File: config.mk
export PLATFORM = sky130hd
export DESIGN_NAME = controle_multiciclo
export DESIGN_NICKNAME = d
export VERILOG_FILES = /design/src/rtl/controle_pkg.sv /design/src/rtl/decodificador_alu.sv /design/src/rtl/controle_multiciclo.sv
export SDC_FILE = /design/constraint.sdc
export NUM_CORES = 1
export LEC_CHECK = 0
export BUFFER_PORTS_ARGS = -buffer_cell sky130_fd_sc_hd__buf_4
export CAP_MARGIN = 20
export CORE_MARGIN = 2
export CORE_UTILIZATION = 40
export CTS_BUF_LIST = sky130_fd_sc_hd__clkbuf_8 sky130_fd_sc_hd__clkbuf_16
export DETAILED_ROUTE_END_ITERATION = 10
export PLACE_DENSITY = 0.67
export SLEW_MARGIN = 10
export SYNTH_ARGS = -nofsm -noshare
export SYNTH_HDL_FRONTEND = slang
export SYNTH_HIERARCHICAL = 1
export SYNTH_SLANG_ARGS = --single-unit
File: constraint.sdc
create_clock -name clock -period 3.1 [get_ports clock]
set_input_delay 0.62 -clock clock [delete_from_list [all_inputs] [get_ports clock]]
set_output_delay 0.62 -clock clock [all_outputs]
set_load 0.05 [all_outputs]
File: src/rtl/controle_pkg.sv
// Shared encodings for the multicycle control unit: FSM states, ALU op codes,
// RV32 opcode/funct fields and the instruction classes the decoder recognises.
package controle_pkg;

    typedef enum logic [2:0] {
        BUSCA      = 3'd0,
        DECODIFICA = 3'd1,
        EXECUTA    = 3'd2,
        MEMORIA    = 3'd3,
        ESCRITA    = 3'd4,
        DESVIO     = 3'd5,
        ERRO       = 3'd6
    } estado_t;

    localparam logic [3:0] ALU_AND = 4'b0000;
    localparam logic [3:0] ALU_OR  = 4'b0001;
    localparam logic [3:0] ALU_ADD = 4'b0010;
    localparam logic [3:0] ALU_SLL = 4'b0011;
    localparam logic [3:0] ALU_SUB = 4'b0110;

    localparam logic [6:0] OP_R      = 7'b0110011;
    localparam logic [6:0] OP_I      = 7'b0010011;
    localparam logic [6:0] OP_LOAD   = 7'b0000011;
    localparam logic [6:0] OP_STORE  = 7'b0100011;
    localparam logic [6:0] OP_BRANCH = 7'b1100011;

    localparam logic [2:0] F3_ADD  = 3'b000;
    localparam logic [2:0] F3_OR   = 3'b110;
    localparam logic [2:0] F3_SLL  = 3'b001;
    localparam logic [2:0] F3_AND  = 3'b111;
    localparam logic [2:0] F3_HALF = 3'b001;
    localparam logic [2:0] F3_BNE  = 3'b001;

    localparam logic [6:0] F7_BASE = 7'b0000000;

    typedef enum logic [2:0] {
        CL_NENHUMA = 3'd0,
        CL_ULA     = 3'd1,
        CL_LOAD    = 3'd2,
        CL_STORE   = 3'd3,
        CL_DESVIO  = 3'd4
    } classe_t;

endpackage

File: src/rtl/decodificador_alu.sv
// Combinational decode of the registered IR into ALU control, operand select,
// instruction class and a supported flag.
module decodificador_alu
    import controle_pkg::*;
(
    input  logic [31:0] ir_i,
    output logic [3:0]  alu_controle_o,
    output logic        alu_src_o,
    output logic [2:0]  classe_o,
    output logic        suportada_o
);

    logic [6:0]  opcode;
    logic [2:0]  funct3;
    logic [6:0]  funct7;
    logic [14:0] unused_campos;

    assign opcode        = ir_i[6:0];
    assign funct3        = ir_i[14:12];
    assign funct7        = ir_i[31:25];
    assign unused_campos = {ir_i[24:15], ir_i[11:7]};

    always_comb begin
        alu_controle_o = ALU_ADD;
        alu_src_o      = 1'b0;
        classe_o       = CL_NENHUMA;
        unique case (opcode)
            OP_R: begin
                if (funct3 == F3_ADD && funct7 == F7_BASE) begin
                    classe_o = CL_ULA;
                end else if (funct3 == F3_OR) begin
                    alu_controle_o = ALU_OR;
                    classe_o       = CL_ULA;
                end else if (funct3 == F3_SLL && funct7 == F7_BASE) begin
                    alu_controle_o = ALU_SLL;
                    classe_o       = CL_ULA;
                end
            end
            OP_I: begin
                if (funct3 == F3_AND) begin
                    alu_controle_o = ALU_AND;
                    alu_src_o      = 1'b1;
                    classe_o       = CL_ULA;
                end
            end
            OP_LOAD: begin
                if (funct3 == F3_HALF) begin
                    alu_src_o = 1'b1;
                    classe_o  = CL_LOAD;
                end
            end
            OP_STORE: begin
                if (funct3 == F3_HALF) begin
                    alu_src_o = 1'b1;
                    classe_o  = CL_STORE;
                end
            end
            OP_BRANCH: begin
                // bne compares by subtraction; the immediate is not an operand
                if (funct3 == F3_BNE) begin
                    alu_controle_o = ALU_SUB;
                    classe_o       = CL_DESVIO;
                end
            end
            default: begin
                classe_o = CL_NENHUMA;
            end
        endcase
    end

    assign suportada_o = (classe_o != CL_NENHUMA);

endmodule

File: src/rtl/controle_multiciclo.sv
// Multicycle control FSM: fetch, decode, execute, memory, writeback, branch.
// Define CONTROLE_ERRO_EN to trap unsupported instructions in a sticky ERRO state.
module controle_multiciclo
    import controle_pkg::*;
(
    input  logic        clock,
    input  logic        reset,
    input  logic [31:0] instrucao,
    input  logic        instr_valida,
    input  logic        resultado_desvio,
    input  logic        mem_pronto,
    output logic [3:0]  alu_controle,
    output logic        alu_src,
    output logic        carrega_ir,
    output logic        escreve_pc,
    output logic        seleciona_pc_desvio,
    output logic        escreve_reg,
    output logic        le_mem,
    output logic        escreve_mem,
    output logic [2:0]  estado,
    output logic        instr_invalida,
    output logic [15:0] instrucoes_concluidas
);

    estado_t     estado_q, estado_d;
    logic [31:0] ir_q, ir_d;
    logic [15:0] concluidas_q, concluidas_d;
    logic        conclui;

    logic [3:0]  dec_alu;
    logic        dec_src;
    logic [2:0]  dec_classe;
    logic        dec_suportada;
    classe_t     classe;

    decodificador_alu u_dec (
        .ir_i           (ir_q),
        .alu_controle_o (dec_alu),
        .alu_src_o      (dec_src),
        .classe_o       (dec_classe),
        .suportada_o    (dec_suportada)
    );

    assign classe = classe_t'(dec_classe);

    always_ff @(posedge clock or posedge reset) begin
        if (reset) begin
            estado_q     <= BUSCA;
            ir_q         <= '0;
            concluidas_q <= '0;
        end else begin
            estado_q     <= estado_d;
            ir_q         <= ir_d;
            concluidas_q <= concluidas_d;
        end
    end

    always_comb begin
        estado_d            = estado_q;
        ir_d                = ir_q;
        conclui             = 1'b0;
        carrega_ir          = 1'b0;
        escreve_pc          = 1'b0;
        seleciona_pc_desvio = 1'b0;
        escreve_reg         = 1'b0;
        le_mem              = 1'b0;
        escreve_mem         = 1'b0;
        alu_controle        = ALU_ADD;
        alu_src             = 1'b0;
        unique case (estado_q)
            BUSCA: begin
                if (instr_valida) begin
                    carrega_ir = 1'b1;
                    escreve_pc = 1'b1;
                    ir_d       = instrucao;
                    estado_d   = DECODIFICA;
                end
            end
            DECODIFICA: begin
                if (dec_suportada) begin
                    estado_d = EXECUTA;
                end else begin
`ifdef CONTROLE_ERRO_EN
                    estado_d = ERRO;
`else
                    estado_d = BUSCA;
`endif
                end
            end
            EXECUTA: begin
                alu_controle = dec_alu;
                alu_src      = dec_src;
                if (classe == CL_LOAD || classe == CL_STORE) begin
                    estado_d = MEMORIA;
                end else if (classe == CL_DESVIO) begin
                    estado_d = DESVIO;
                end else begin
                    estado_d = ESCRITA;
                end
            end
            MEMORIA: begin
                alu_controle = dec_alu;
                alu_src      = dec_src;
                le_mem       = (classe == CL_LOAD);
                escreve_mem  = (classe == CL_STORE);
                if (mem_pronto) begin
                    if (classe == CL_LOAD) begin
                        estado_d = ESCRITA;
                    end else begin
                        estado_d = BUSCA;
                        conclui  = 1'b1;
                    end
                end
            end
            ESCRITA: begin
                alu_controle = dec_alu;
                alu_src      = dec_src;
                escreve_reg  = 1'b1;
                estado_d     = BUSCA;
                conclui      = 1'b1;
            end
            DESVIO: begin
                alu_controle = dec_alu;
                alu_src      = dec_src;
                // resultado_desvio=1 means equal operands, so bne is not taken
                if (!resultado_desvio) begin
                    escreve_pc          = 1'b1;
                    seleciona_pc_desvio = 1'b1;
                end
                estado_d = BUSCA;
                conclui  = 1'b1;
            end
`ifdef CONTROLE_ERRO_EN
            ERRO: begin
                estado_d = ERRO;
            end
`endif
            default: begin
                estado_d = BUSCA;
            end
        endcase
        concluidas_d = conclui ? concluidas_q + 16'd1 : concluidas_q;
    end

`ifdef CONTROLE_ERRO_EN
    assign instr_invalida = (estado_q == ERRO);
`else
    assign instr_invalida = 1'b0;
`endif

    assign estado                = estado_q;
    assign instrucoes_concluidas = concluidas_q;

endmodule

==> results.json <==
{
  "wire_per_inst_um": 13.7,
  "io_pins": 68,
  "ant_nets": 0,
  "pre_cts_ws_ns": 0.584,
  "ctsRootBufferMaster": "clkbuf_8",
  "fin_util": 0.520,
  "numCtsBuffers": 5,
  "final_area_sq_mm": 0.00242,
  "cts_hold_buf": 0,
  "port_buffers": 50,
  "yosysWarnings": 6,
  "grt_max_degree": 21,
  "clock-sinks": 36,
  "end_kind": "output pin",
  "drt_drc_violations_left": 0,
  "synth_cells": 167,
  "design.die.area_sq_mm": 0.00537,
  "ctsLongestPathBuffers": 2,
  "synth_area_sq_mm": 0.00192,
  "gp_congestion": 0.716,
  "place_area_sq_mm": 0.00233,
  "drv_cap": 0,
  "finalSetupTns_ns": 0,
  "max-slew-margin-rel": 0.486,
  "final_cells": 274,
  "min-delay-path-class": "reg2reg",
  "die_width_um": 73.3,
  "p_per_area_mw_per_mm2": 426,
  "grt_pass1_wl_um": 6320,
  "placed_cells": 266,
  "p_leak_nw": 1.22,
  "drive_gt1_frac": 0.341,
  "global_route.usage.total": 0.156,
  "status": "completed",
  "finalSetupViolCount": 0,
  "fillers": 444,
  "drtIter0Drc": 29,
  "wirelength_um": 3750,
  "grt_remaining_overflow": 0,
  "hold_viol": 0,
  "cts-resized-gates": 0,
  "nets": 257,
  "num_rows": 25,
  "htree_num_levels": 2,
  "hpwlAfterDp_um": 2820,
  "first_pass_iters": 4,
  "area_growth_pct": 26.3,
  "tritoncts": "done",
  "timing.final.ws_setup_ns": 0.271,
  "crit_path_start_kind": "flip-flop",
  "post-route-min-period_ns": 2.83,
  "diodes": 0,
  "holdWs_ns": 0.473,
  "rsz0062_at_grt": "no",
  "critPathRequiredTime_ns": 2.48,
  "cp_data_arrival_time_ns": 2.21,
  "vias_per_cell": 5.09,
  "synthesis.nets": 205,
  "worstPathMaxFanout": 8,
  "ir_drop_mv": 0.417,
  "clk_pin_slew_worst_paths_ns": 0.07,
  "worst_pin_slew_ns": 0.770,
  "grt_pass1_vias": 1378,
  "clock_skew_ns": 0.00667,
  "min_period_over_period": 0.913,
  "fmax_mhz": 353,
  "drv_slew": 0,
  "initial_core_util": 0.412,
  "insertion_delay_ns": 0.28,
  "finalPower_mw": 1.03,
  "avgSynthCellArea_sq_um": 11.5,
  "path_class": "reg2out",
  "dr_total_vias": 1394,
  "cts_setup_buffers": 0,
  "antenna_found_initial": 0,
  "die_h_um": 73.3,
  "fp.coreArea_sq_mm": 0.00466
}
## power by group
group,internal [mW],switching (mW),total [mW]
combinational,0.0747,0.0779,0.153
sequential,0.511,0.0368,0.548
clock,0.175,0.157,0.332
total,0.760,0.272,1.03
## cells in the final DEF (no fill, tap or decap), types with 4 or more instances in the layout
| master | instances |
|---|---|
| mux2_1 | 18 |
| nor2_1 | 9 |
| nor2b_1 | 4 |
| nand3_1 | 4 |
| nor3_1 | 4 |
| dfrtp_1 | 36 |
| xor2_1 | 12 |
| nand2_1 | 13 |
| nand2b_1 | 4 |
| and2_1 | 4 |
| inv_1 | 5 |
| buf_4 | 53 |
| nor4b_1 | 5 |
| clkbuf_8 | 6 |
## state kept, by name, indices dropped and copies added (netlist names)
name / cells
instrucoes_concluidas: 16
ir_q: 17
estado: 3
## critical path: stages (launching register included)
cell and delay, ns:
dfrtp_1 0.45, nor4b_1 0.18, and4b_1 0.21, a22oi_1 0.24
nand2_1 0.12, or3b_4 0.40, nor2b_1 0.12, buf_4 0.20
## final timing paths
path / slack (ns) / cells after the start / end / startpoint
min in group asynchronous: 0.48 / 2 / ir_q[29] / reset
max in group asynchronous: 1.90 / 3 / instrucoes_concluidas[15] / reset
max: 0.27 / 7 / le_mem / ir_q[5]
min: 0.47 / 1 / instrucoes_concluidas[15] / instrucoes_concluidas[15]
min reg2reg: 0.47 / 1 / instrucoes_concluidas[15] / instrucoes_concluidas[15]
max reg2reg: 0.56 / 8 / instrucoes_concluidas[1] / ir_q[5]
## cell type report
| class | instances | area [sq um] | share of cell area |
|---|---|---|---|
| clock inverters | 2 | 7.51 | 0.00310 |
| multi-input cells | 119 | 951 | 0.392 |
| clock buffers | 6 | 82.6 | 0.0341 |
| inverters | 4 | 16.3 | 0.00671 |
| flip-flops and latches | 36 | 901 | 0.372 |
| well taps | 54 | 67.6 | 0.0279 |
| repair buffers | 53 | 398 | 0.164 |
## per-layer routing
layer / vias to the layer above / wire, um / part of all wire / GRT usage
met5: - / 0 / 0 / 0
met4: 0 / 62 / 0.017 / 0.0617
met3: 7 / 164 / 0.044 / 0.0384
met2: 35 / 1740 / 0.46 / 0.251
met1: 668 / 1790 / 0.48 / 0.201
li1: 684 / - / - / -
No activity file was read; power rests on OpenSTA's default activity.
